[config.mk]
export PLATFORM = sky130hd
export DESIGN_NAME = rr_arbiter4
export DESIGN_NICKNAME = d
export VERILOG_FILES = /design/src/rtl/arb_pkg.sv /design/src/rtl/decoder2_4.sv /design/src/rtl/rr_arbiter4.sv
export SDC_FILE = /design/constraint.sdc
export NUM_CORES = 1
export LEC_CHECK = 0
export BUFFER_PORTS_ARGS = -buffer_cell sky130_fd_sc_hd__buf_2
export CORE_MARGIN = 4
export CORE_UTILIZATION = 55
export DETAILED_ROUTE_END_ITERATION = 10
export PLACE_DENSITY = 0.92
export REMOVE_ABC_BUFFERS = 1
export SYNTH_ARGS = -nofsm -noshare
export SYNTH_HDL_FRONTEND = slang
export SYNTH_SLANG_ARGS = --single-unit
[constraint.sdc]
create_clock -name clk -period 2.45 [get_ports clk]
set_input_delay 0.245 -clock clk [delete_from_list [all_inputs] [get_ports clk]]
set_output_delay 0.245 -clock clk [all_outputs]
set_load 0.03 [all_outputs]
[src/rtl/arb_pkg.sv]
// arb_pkg: shared constants, state encoding and round-robin pick for the arbiter.
package arb_pkg;
   localparam int NREQ = 4;
   typedef enum logic {ST_IDLE = 1'b0, ST_GRANT = 1'b1} state_t;
   // Returns {found, idx}; scans last+1, last+2, ... wrapping, so last itself has lowest priority.
   function automatic logic [2:0] rr_pick(input logic [3:0] req, input logic [1:0] last);
      logic [2:0] r;
      logic [1:0] idx;
      r = 3'b000;
      for (int k = 4; k >= 1; k--) begin
         idx = last + 2'(k);
         if (req[idx]) r = {1'b1, idx};
      end
      return r;
   endfunction
endpackage

[src/rtl/decoder2_4.sv]
// decoder2_4: 2-bit index to raw one-hot vector.
module decoder2_4 (
   input  logic [1:0] i_sel,
   output logic [3:0] o_dec
);
   assign o_dec = 4'b0001 << i_sel;
endmodule

[src/rtl/rr_arbiter4.sv]
// rr_arbiter4: 4-way round-robin arbiter with a fairness hold limit and registered grant.
module rr_arbiter4
   import arb_pkg::*;
#(
   parameter int HOLD_MAX = 8,
   parameter int CNT_W    = 8
) (
   input  logic             clk,
   input  logic             rst_n,
   input  logic [NREQ-1:0]  req,
   output logic [NREQ-1:0]  gnt,
   output logic [1:0]       gnt_id,
   output logic             gnt_valid,
   output logic [CNT_W-1:0] hold_cnt
);
   localparam logic [CNT_W-1:0] HM = CNT_W'(HOLD_MAX);
   state_t           r_state;
   logic [1:0]       r_gnt_id, r_last;
   logic             r_valid;
   logic [CNT_W-1:0] r_hold;
   logic [NREQ-1:0]  w_dec, w_mask;
   logic [2:0]       w_pick;
   logic             w_keep;
   decoder2_4 u_dec (.i_sel(r_gnt_id), .o_dec(w_dec));
   // While granted, the owner is excluded so the pick reflects competing requesters only.
   assign w_mask = req & ~((r_state == ST_GRANT) ? w_dec : '0);
   assign w_pick = rr_pick(w_mask, r_last);
   assign w_keep = (r_state == ST_GRANT) && req[r_gnt_id] && (r_hold < HM || !w_pick[2]);
   always_ff @(posedge clk or negedge rst_n) begin
      if (!rst_n) begin
         r_state  <= ST_IDLE;
         r_gnt_id <= 2'd0;
         r_last   <= 2'd3;
         r_valid  <= 1'b0;
         r_hold   <= '0;
      end else if (w_keep) begin
         r_hold <= (r_hold == HM) ? r_hold : r_hold + CNT_W'(1);
      end else if (w_pick[2]) begin
         r_state  <= ST_GRANT;
         r_gnt_id <= w_pick[1:0];
         r_last   <= w_pick[1:0];
         r_valid  <= 1'b1;
         r_hold   <= CNT_W'(1);
      end else begin
         r_state <= ST_IDLE;
         r_valid <= 1'b0;
         r_hold  <= '0;
      end
   end
   assign gnt       = r_valid ? w_dec : '0;
   assign gnt_id    = r_gnt_id;
   assign gnt_valid = r_valid;
   assign hold_cnt  = r_hold;
endmodule

# Word level (Yosys, flattened, before mapping)
# Index checks and enable logic that the tools add are counted.
dict set report classes {
  add_sub_neg 4
  order_cmp 6
  eq_ne 2
  n_shift 1
  mux 19
  n_bitwise 3
  reduce_logical 5
}
# op count
set ops {}
lappend ops {{8-bit two-way mux} 2}
lappend ops {{2-bit by 3-bit < comparator with 1-bit output, second input constant} 5}
lappend ops {{3-bit two-way mux} 4}
lappend ops {{1-bit binary-select mux with 2-bit select} 5}
lappend ops {{8-bit by 1-bit adder with 8-bit output, second input constant} 1}
lappend ops {{8-bit by 4-bit equality test with 1-bit output, second input constant} 1}
lappend ops {{8-bit by 4-bit < comparator with 1-bit output, second input constant} 1}
lappend ops {{1-bit two-way mux} 7}
lappend ops {{2-bit adder, second input constant} 2}
lappend ops {{4-bit bitwise AND} 1}
lappend ops {{4-bit two-way mux} 1}
lappend ops {{4-bit NOT} 1}
lappend ops {{1-bit by 2-bit left shift with 4-bit output, first input constant} 1}
lappend ops {{2-bit by 1-bit adder with 2-bit output, second input constant} 1}
lappend ops {{1-bit logical AND} 2}
lappend ops {{2-bit != test, second input constant} 1}
lappend ops {{2-bit AND reduction} 1}
lappend ops {{1-bit logical NOT} 1}
lappend ops {{1-bit logical OR} 1}
lappend ops {{1-bit NOT} 1}
dict set report totals {
  reg_bits 13
  output_inout_bits 15
}

# Longest topological paths before layout
# Gate-level depths: netlist of run 1.
dict set report logic_depth {
  word_depth 15
  ltp_mapped 7
}

# By module
# From an unflattened synthesis of run 1, not the netlist that was laid out.
dict set report hier_totals {
  cells_unflattened 89
  hier_area_um2 839.6
}
# mod instances cells_per_inst area_each_um2 seq_area_each_um2
set modules_own_cells {}
lappend modules_own_cells {rr_arbiter4 1 85 813.3 327.8}
lappend modules_own_cells {decoder2_4 1 4 26.3 0.0}

# Worst setup path before layout of run 1
# OpenSTA, ideal clock, no wires.
dict set report synth_timing {
  path_kind {reg2reg}
  from {register r_gnt_id[0] (netlist: gnt_id[0])}
  to {register r_last[0]}
  setup_time_ps 73
  t_arrival_ps 1842
  t_required_ps 2377
  slack_ps 535
  path_stages_with_launch 7
  period_less_slack_ps 1915
  path_cell_list {dfrtp_1 buf_2 or2b_1 nor2_1 o221ai_1 nand4_1 a21boi_1}
}
dict set report synth_between {
  elab_chain_len 15
  elab_cells_between_ends 24
}
# element line_no
set synth_lines {}
lappend synth_lines {{start, declared} rr_arbiter4.sv:18} ;# logic [1:0] r_gnt_id, r_last;
lappend synth_lines {{start signal, assigned} rr_arbiter4.sv:40} ;# r_gnt_id <= w_pick[1:0];
lappend synth_lines {{1-bit by 2-bit left shift with 4-bit output (*)} decoder2_4.sv:6} ;# assign o_dec = 4'b0001 << i_sel;
lappend synth_lines {{4-bit two-way mux (*)} --}
lappend synth_lines {{named net gnt[0]} rr_arbiter4.sv:11} ;# output logic [NREQ-1:0] gnt,
lappend synth_lines {{4-bit NOT (*)} rr_arbiter4.sv:26} ;# assign w_mask = req & ~((r_state == ST_GRANT) ? w_dec : '0);
lappend synth_lines {{4-bit bitwise AND (*)} rr_arbiter4.sv:26}
lappend synth_lines {{1-bit binary-select mux with 2-bit select} arb_pkg.sv:12} ;# if (req[idx]) r = {1'b1, idx};
lappend synth_lines {{1-bit two-way mux (not written as such)} arb_pkg.sv:12}
lappend synth_lines {{3-bit two-way mux (3 in a row)} arb_pkg.sv:12}
lappend synth_lines {{3-bit two-way mux (*)} arb_pkg.sv:12}
lappend synth_lines {{1-bit logical NOT} rr_arbiter4.sv:28} ;# assign w_keep = (r_state == ST_GRANT) && req[r_gnt_id] && (r_hold < HM || !w_pick[2]);
lappend synth_lines {{1-bit logical OR} rr_arbiter4.sv:28}
lappend synth_lines {{1-bit logical AND} rr_arbiter4.sv:28}
lappend synth_lines {{1-bit NOT (no source line)} --}
lappend synth_lines {{2-bit AND reduction (no source line)} --}
lappend synth_lines {{end signal, assigned} rr_arbiter4.sv:41} ;# r_last <= w_pick[1:0];
lappend synth_lines {{end, declared} rr_arbiter4.sv:18}
# The timed path passes the listed nets; every way through them passes the cells marked *. The select of a mux whose other input is x is not followed.
# A chain may end at the register's enable or synchronous reset.

# Worst setup path after layout of run 1
dict set report layout_timing {
  from {register r_gnt_id[1] (netlist: gnt_id[1])}
  to {register r_hold[6] (netlist: hold_cnt[6])}
}
dict set report layout_between {
  elab_chain_len 14
  elab_cells_between_ends 24
}
# element line_no
set layout_lines {}
lappend layout_lines {{1-bit by 2-bit left shift with 4-bit output} decoder2_4.sv:6}
lappend layout_lines {{4-bit two-way mux} --}
lappend layout_lines {{4-bit NOT} rr_arbiter4.sv:26}
lappend layout_lines {{4-bit bitwise AND} rr_arbiter4.sv:26}
lappend layout_lines {{1-bit binary-select mux with 2-bit select} arb_pkg.sv:12}
lappend layout_lines {{1-bit two-way mux (not written as such)} arb_pkg.sv:12}
lappend layout_lines {{3-bit two-way mux (4 in a row)} arb_pkg.sv:12}
lappend layout_lines {{1-bit logical NOT} rr_arbiter4.sv:28}
lappend layout_lines {{1-bit logical OR} rr_arbiter4.sv:28}
lappend layout_lines {{1-bit logical AND (*)} rr_arbiter4.sv:28}
lappend layout_lines {{2-bit != test (no source line) or 8-bit two-way mux (tied branches)} --}
lappend layout_lines {{end signal, assigned} rr_arbiter4.sv:37} ;# r_hold <= (r_hold == HM) ? r_hold : r_hold + CNT_W'(1);
lappend layout_lines {{end, declared} rr_arbiter4.sv:20} ;# logic [CNT_W-1:0] r_hold;
# Mark *: on every way between the ends. The rest lies on a longest branch, timed or not. The select of a mux whose other input is x is not followed.

==> results by stage, run 1 <==
Status:
- The run finished with clean final reports.

Power:
- The proportion of total power due to net switching is 50.6%.
- In this run the static leakage power is 0.525 nW.
- The internal power component is 0.654 mW.
- The total chip power is 1.32 mW.
- VDD sags by at most 0.000733 V.
- Combinational logic burns 57.6% of the power.
- Sequential cells account for 32.6% of the total power.
- Summed over all nets, the switching power comes to 0.670 mW.
- In this run the power density over the cells is 1270 mW/mm2.
- The clock power share is 9.8%.

Cells and area:
- The filler-free cell count of the finished design is 137.
- The post-route netlist has 28.9% of its cells at a drive strength greater than 1.
- The number of antenna diodes in the final layout is 0.
- Compared with the post-synthesis result, the final layout area differs by 13.6%.
- The net count of the finished layout is 130.
- Once layout is complete, the utilization of the core stands at 67.9%.
- The filler cells instantiated in the layout total 137.

Worst setup path:
- Grouping stages by cell kind, the critical path spends the most delay in compound AO/OA/AOI/OAI gates.
- At the worst endpoint, the required time is 2.60 ns.
- The count of cells along the worst register-to-register path is 5.
- The signal on the critical path passes through nor2b_4 -> a311o_1 -> and2_4 -> o21ai_2 -> nor2_1.
- Counting both buffers and inverters, the worst setup path holds a total of 0.
- The peak fanout along the critical path is 15.
- The sort of element at the start of the critical path is a flip-flop.
- The flop-to-flop setup slack is 0.52 ns.
- For this design, the slowest cell found on the critical path is sky130_fd_sc_hd__dfrtp_1.
- The first element of the critical path is gnt_id[1].
- The worst register-to-register path ends at hold_cnt[6].
- The critical path start-end classification is flip-flop to flip-flop.
- The end point of the critical path is hold_cnt[6].
- The largest single stage delay on the critical path is 0.70 ns.
- The total stage count of the critical path is 5.
- The worst setup path is captured at a flip-flop.
- The worst register-to-register path begins at gnt_id[1].
- STA puts the critical path data arrival time at 2.08 ns.

Global routing:
- Summed over all layers, the global routing overflow is 0.
- The global-route usage over all layers is 18.2%.
- The first global-routing pass estimated 3.54 mm of wire.
- The via count of the first global-routing pass is 806.
- The maximum number of pins on one net before global-route repair is 16.
- The number of antenna violations at the first check in global routing came to 0.

Timing:
- The worst-case headroom to the max-slew limit is 63.0%.
- The pin slew with the least headroom to its limit is 0.554 ns.
- The largest clock skew in the final design is 0.000676 ns.
- In the final timing run, aggregate negative setup slack is 0 ns.
- The final max-slew violation count was 0.
- The number of endpoints with negative hold slack in the final report is 0.
- The number of endpoints failing setup at the final stage is 0.
- The worst path needs 1.93 ns of the cycle, external delays included.
- The peak clock frequency supported by timing is 0.518 GHz.
- Setup slack on the critical path of the routed design comes to 0.521 ns.
- The part of the cycle the worst path needs is 78.7%.
- Setup repair after global routing left no endpoint under its margin.

Detailed routing:
- The routed via count is 820.
- Using the TritonRoute via totals, the vias-per-cell ratio works out to 5.99.
- The per-cell routed wire length is 14.8 um.
- Once detail routing completed, the nets flagged for antenna violations numbered 0.
- The first routing iteration left 15 violations.
- For this run, design rule violations remaining after detail routing come to 0.
- The first detailed-routing pass ran for 4 iterations.
- The total wire length after detailed routing is 2.03 mm.

Clocking:
- The largest buffer count on any clock path is 2.
- The CTS H-tree depth is 1.
- The clock-pin slew of the registers on the worst-case setup and hold paths is 0.07 ns.
- The number of buffers inserted to repair setup after CTS is 0.
- For the worst-skew pair, the clock arrives at the later sink with an insertion delay of 0.27 ns.
- The number of clock buffers added by TritonCTS is 3.
- The clock tree from TritonCTS is done.
- The number of sinks on the clock net is 13.
- The root buffer cell is sky130_fd_sc_hd__clkbuf_4.

Min path:
- The worst min-delay path class is input port to async pin.

Synth:
- Synthesis handed over a netlist of 101 instances.
- Yosys printed 0 warnings.
- For this run, the leading register cell type out of synthesis is sky130_fd_sc_hd__dfrtp_1.
- The sequential share of the synthesized area is 35.6%.
- The flop and latch count out of synthesis is 13.
- Yosys mapped a number of flops with a built-in enable equal to 0.
- The mean post-synth cell area is 9.12 um2.
- The post-synthesis instance area is 921 um2.
- After synthesis, the netlist uses 42 different library cells.
- Counting flops with an async set or reset pin after synthesis yields a share of 100%.

Floorplanning:
- The initial utilization of the core area, before any placement, comes to 59.7%.
- The chip height is 48.9 um.
- The floorplan step set the die width to 48.9 um.
- The area enclosed by the die boundary is 0.00239 mm2.
- The region available for standard cell placement spans 0.00154 mm2.
- The number of top-level design ports is 21.
- After floorplanning, the core was divided into 14 placement rows.

Placed design:
- At the end of routability-driven placement, the weighted congestion stood at 0.896.
- The number of port buffers is 20.
- The sum of net half-perimeters after detailed placement is 1.52 mm.
- Counting tap cells, the placed design contains a total of 132 instances.
- Timing analysis after detailed placement gives a worst setup slack of 0.530 ns.

Flow run:
- The number of violations of the max-capacitance limit is 0.
## layout by cell type (no fill, tap or decap), types with 2 or more instances in the layout
cell type / Yosys / final
sky130_fd_sc_hd__buf_2: 1 / 20
sky130_fd_sc_hd__dfrtp_1: 11 / 11
sky130_fd_sc_hd__nor2_1: 10 / 10
sky130_fd_sc_hd__inv_1: 9 / 9
sky130_fd_sc_hd__nand2_1: 5 / 5
sky130_fd_sc_hd__nand3_1: 5 / 5
sky130_fd_sc_hd__xor2_1: 5 / 5
sky130_fd_sc_hd__mux2i_1: 4 / 4
sky130_fd_sc_hd__and3_1: 3 / 3
sky130_fd_sc_hd__a21o_1: 3 / 3
sky130_fd_sc_hd__nor3_1: 3 / 3
sky130_fd_sc_hd__a31oi_1: 3 / 3
sky130_fd_sc_hd__a21oi_1: 3 / 3
sky130_fd_sc_hd__clkbuf_4: 0 / 3
sky130_fd_sc_hd__o221ai_1: 2 / 2
sky130_fd_sc_hd__o21ai_2: 2 / 2
sky130_fd_sc_hd__xnor2_1: 2 / 2
sky130_fd_sc_hd__a211oi_1: 2 / 2
sky130_fd_sc_hd__ha_1: 2 / 2
sky130_fd_sc_hd__dfstp_2: 2 / 2
## power by group through the flow
stage                     sequential [mW]  combinational, mW  clock, mW
after detailed placement            0.431              0.763          0
final                               0.432              0.763      0.129
after global routing                0.446              0.836      0.147
after CTS                           0.428              0.766      0.135
after global placement              0.422              0.744          0
after floorplan                     0.483              0.516          0
## repair_timing
item,4_1_cts,5_1_grt
endpoints found under the hold margin,11,0
endpoints found under the setup margin,0,0
hold buffers,1,0
resized for setup,0,0
## synthesized netlist by cell type (3+ instances only)
master | n | share of area (%)
sky130_fd_sc_hd__nand2_1 | 5 | 2.0
sky130_fd_sc_hd__a21oi_1 | 3 | 1.6
sky130_fd_sc_hd__and3_1 | 3 | 2.0
sky130_fd_sc_hd__a31oi_1 | 3 | 2.0
sky130_fd_sc_hd__nand3_1 | 5 | 2.7
sky130_fd_sc_hd__xor2_1 | 5 | 4.8
sky130_fd_sc_hd__a21o_1 | 3 | 2.4
sky130_fd_sc_hd__mux2i_1 | 4 | 4.3
sky130_fd_sc_hd__dfrtp_1 | 11 | 30
sky130_fd_sc_hd__inv_1 | 9 | 3.7
sky130_fd_sc_hd__nor3_1 | 3 | 1.6
sky130_fd_sc_hd__nor2_1 | 10 | 4.1
## state kept, by name (all words and copies together), names as in the netlist
register and count:
r_last 2, gnt_id 2, gnt_valid 1, hold_cnt 8
## how the worst min path moves through the flow
stage | startpoint | to | slack, ns | cells past startpoint
3_5_place_dp | rst_n | hold_cnt[5] | 0.14 | 1
3_3_place_gp | rst_n | hold_cnt[7] | 0.14 | 1
5_1_grt | rst_n | hold_cnt[5] | 0.41 | 2
6_report | rst_n | hold_cnt[5] | 0.39 | 2
2_1_floorplan | rst_n | gnt_id[0] | -0.05 | 0
4_1_cts | rst_n | hold_cnt[5] | 0.38 | 2
## cells by family (layout without fill, tap and decap cells)
| family | after synthesis | in the layout | synth area share [%] |
|---|---|---|---|
| AOI/OAI and AO/OA | 22 | 22 | 18.5 |
| xor gates and xnor gates | 7 | 7 | 6.66 |
| adders and majority gates | 2 | 2 | 2.72 |
| buffers and inverters | 14 | 34 | 7.06 |
| DFF | 13 | 13 | 35.6 |
| muxes | 4 | 4 | 4.35 |
| and+or+nand+nor | 39 | 39 | 25.1 |
## metal layers
layer  up-vias  track usage (%)  wire [um]
li1        397                -          -
met3         7             3.98        105
met5         -                0          0
met2        25             29.8        984
met4         0             8.07         53
met1       391             22.6        886
## worst reg2reg max path: cells and delay by family (launching register included)
| kind | cells | cell delay [ns] |
|---|---|---|
| AOI/OAI and AO/OA | 2 | 0.74 |
| and+or+nand+nor | 3 | 0.37 |
| DFF | 1 | 0.70 |
## per-stage QoR
stage	hold WS (ns)	instance area, um2
6_report	0.388	1050
5_1_grt	0.414	1050
4_1_cts	0.382	1050
3_5_place_dp	0.144	1010
3_3_place_gp	0.137	1010
2_1_floorplan	-0.0506	890
## final cells by class
class	instances	area, um2	area share (%)
repair buffers	21	110	10.5
clock buffers	4	26.3	2.51
flip-flops and latches	13	328	31.3
inverters	9	33.8	3.23
multi-input cells	74	528	50.5
well taps	16	20.0	1.91
Power figures use the tool's default switching activity.
==> inputs of run 2 (changes only) <==
Settings changed: CORE_UTILIZATION 55 to 52, PLACE_DENSITY 0.92 to 0.88.
Clock period 2.45 ns to 1.85 ns, I/O delays scaled along.
==> results by stage, run 2 (same netlist as run 1, synthesis figures left out) <==
Status:
- The run finished with clean final reports.

Timing:
- Setup repair after global routing left no endpoint under its margin.
- The final max-slew violation count is 0 (unchanged).
- The sum of negative setup slack is 0 ns (unchanged).
- The final hold slack is 0.302 ns (-0.0854 ns).
- The part of the cycle the worst path needs is 92.8% (+14 points).
- The number of endpoints failing setup at the final stage is 0 (unchanged).
- The final critical path time including I/O delays and setup is 1.72 ns (-0.213 ns).
- The pin slew with the least headroom to its limit is 0.421 ns (-0.133 ns).
- The number of endpoints with negative hold slack in the final report is 0 (unchanged).
- The worst-case headroom to the max-slew limit is 71.9% (+8.9 points).
- The peak clock frequency supported by timing came to 0.583 GHz (+12%).
- The final worst-path setup slack is 0.133 ns (-0.387 ns).
- The largest clock skew in the final design is 0.00268 ns (+0.00201 ns).

Cells and area:
- The library cell used most frequently in the layout, excluding fill and tap cells, is sky130_fd_sc_hd__buf_2.
- The antenna diode count is 0 (unchanged).
- The number of flip-flops under the largest register name is 8 (unchanged).
- The filler-free cell count of the finished design came to 148 (+8.0%).
- The signed area change from the synthesized netlist to the final layout is 17.4%.
- The final design area excluding fillers is 0.00108 mm2 (+3.3%).
- The fraction of final layout cells sized beyond drive strength 1 is 32.3% (+3.3 points).
- The number of nets in the layout is 133 (+2.3%).
- Leaving out fill and tap cells, the most frequent cells in the layout are 20 x sky130_fd_sc_hd__buf_2, 10 x sky130_fd_sc_hd__nor2_1, 9 x sky130_fd_sc_hd__inv_1, 9 x sky130_fd_sc_hd__dfrtp_1.
- The area of the multi-input gates was 528 um2 (unchanged).
- The register cell area after layout is 330 um2 (+0.76%).
- The number of filler cells placed in the layout came to 137 (unchanged).
- The core occupancy in the finished layout is 67.8% (about the same).

Worst setup path:
- The data required time at the worst endpoint is 2.03 ns (-0.57 ns).
- The flop-to-flop setup slack came to 0.13 ns (-0.39 ns).
- On the critical path, the stage with the largest delay is an instance of sky130_fd_sc_hd__or4_4.
- Grouping stages by cell kind, the critical path spends the most delay in simple AND/OR/NAND/NOR gates.
- The signal on the critical path passes through or4_4 -> nor2_2 -> a22oi_2 -> nor3b_2 -> a21o_1.
- The startpoint of the lowest-slack register-to-register path is hold_cnt[6].
- The peak fanout along the critical path is 4 (-11).
- The sort of element at the start of the critical path is a flip-flop.
- The buffers plus inverters on the worst setup path is 0 (unchanged).
- The count of cells along the worst register-to-register path is 5 (unchanged).
- The worst setup path is captured at a flip-flop.
- The end of the worst register-to-register path is gnt_id[1].
- The critical path start-end classification is flip-flop to flip-flop.
- The highest cell delay on the worst timing path came to 0.56 ns (-0.14 ns).
- The data arrival time at the worst-slack endpoint came to 1.89 ns (-0.19 ns).

Detailed routing:
- The number of nets still failing antenna checks after routing was 0 (unchanged).
- The count of TritonRoute iterations in the first routing pass is 4 (unchanged).
- The number of vias per cell after detailed routing is 5.64 (-5.9%).
- The total wire length after detailed routing was 2.07 mm (+2.1%).
- The post-detailed-route DRC marker count was 0 (unchanged).
- The number of DRC markers in iteration 0 came to 14 (-1).
- The routed via count is 834 (+1.7%).
- The per-cell routed wire length is 14.0 um (-5.5%).

Min path:
- In this run the worst hold path is classified as input port to async pin.

Clocking:
- The CTS H-tree depth came to 1 (unchanged).
- The root buffer cell chosen for the clock tree is sky130_fd_sc_hd__clkbuf_4.
- The number of sinks on the clock net is 13 (unchanged).
- The clock tree from TritonCTS is done.
- The insertion delay to the later sink of the worst-skew pair is 0.28 ns (about the same).
- The largest buffer count on any clock path is 2 (unchanged).
- The number of buffers inserted to repair setup after CTS came to 0 (unchanged).
- The clock-pin slew of the registers on the worst-case setup and hold paths is 0.08 ns (about the same).
- The number of buffers added by the clock tree synthesis step is 3 (unchanged).

Placed design:
- The global placement routability congestion is 0.964 (+7.7%).
- The number of port buffers is 20 (unchanged).
- The sum of net half-perimeters after detailed placement is 1.61 mm (+5.9%).
- The number of placed instances, taps included is 143 (+8.3%).
- The instance area after placement is 0.00104 mm2 (+3.2%).
- The setup slack at placement is 0.100 ns (-0.430 ns).

Floorplanning:
- The standard-cell row count is 14 (unchanged).
- The chip height is 50.1 um (+2.4%).
- The effective utilization at floorplan came to 57.8% (-2.0 points).
- The number of top-level design ports is 21 (unchanged).
- The horizontal die dimension came to 50.1 um (+2.4%).
- The floorplan core area is 0.00159 mm2 (+3.4%).
- The area enclosed by the die boundary came to 0.00251 mm2 (+4.8%).

Global routing:
- The number of antenna violations at the first check in global routing is 0 (unchanged).
- The first-pass GRT wire length is 3.57 mm (+0.99%).
- The final global-route overflow total is 0 (unchanged).
- The via count of the first global-routing pass is 829 (+2.9%).
- The maximum number of pins on one net before global-route repair came to 14 (-2).
- The global-route usage over all layers is 18.6% (+0.42 points).

Power:
- The static leakage is 0.537 nW (+2.3%).
- The total chip power is 1.83 mW (+38%).
- The power density over the cells is 1690 mW/mm2 (+33%).
- The worst voltage drop across the vdd grid was 0.00113 V (+54%).

Flow run:
- The number of violations of the max-capacitance limit is 0 (unchanged).
[run 2: area by class of cell]
type	count	share of cell area [%]
clock buffer	4	2.43
timing repair buffer	24	12.3
tap	24	2.78
inverter	9	3.12
multi-input combinational	74	48.8
sequential	13	30.6
[run 2: where the power goes]
part	internal (mW)	switching, mW	total, mW
Sequential	0.389	0.164	0.553
Combinational	0.437	0.657	1.09
Clock	0.0839	0.0957	0.180
Total	0.911	0.916	1.83
[run 2: metal layers]
metal / global-route usage (%) / part of all wire (%)
met1: 23.9 / 46
met2: 28.5 / 47
met3: 4.82 / 5.6
met4: 9.22 / 1.5
met5: 0 / 0
[run 2: worst max-delay path by stage]
stage,from,to,slack [ns],depth (start not counted)
2_1_floorplan,gnt_valid,r_last[0],-0.03,5
3_3_place_gp,gnt_id[1],hold_cnt[0],0.14,5
3_5_place_dp,gnt_id[1],hold_cnt[0],0.10,5
4_1_cts,gnt_id[1],hold_cnt[0],0.08,5
5_1_grt,gnt_valid,hold_cnt[1],0.01,6
6_report,hold_cnt[6],gnt_id[1],0.13,5
[run 2: timing repair]
item	CTS	global route
hold buffers	1	0
endpoints found under the hold margin	11	0
setup endpoints to repair	0	9
resized for setup	0	2
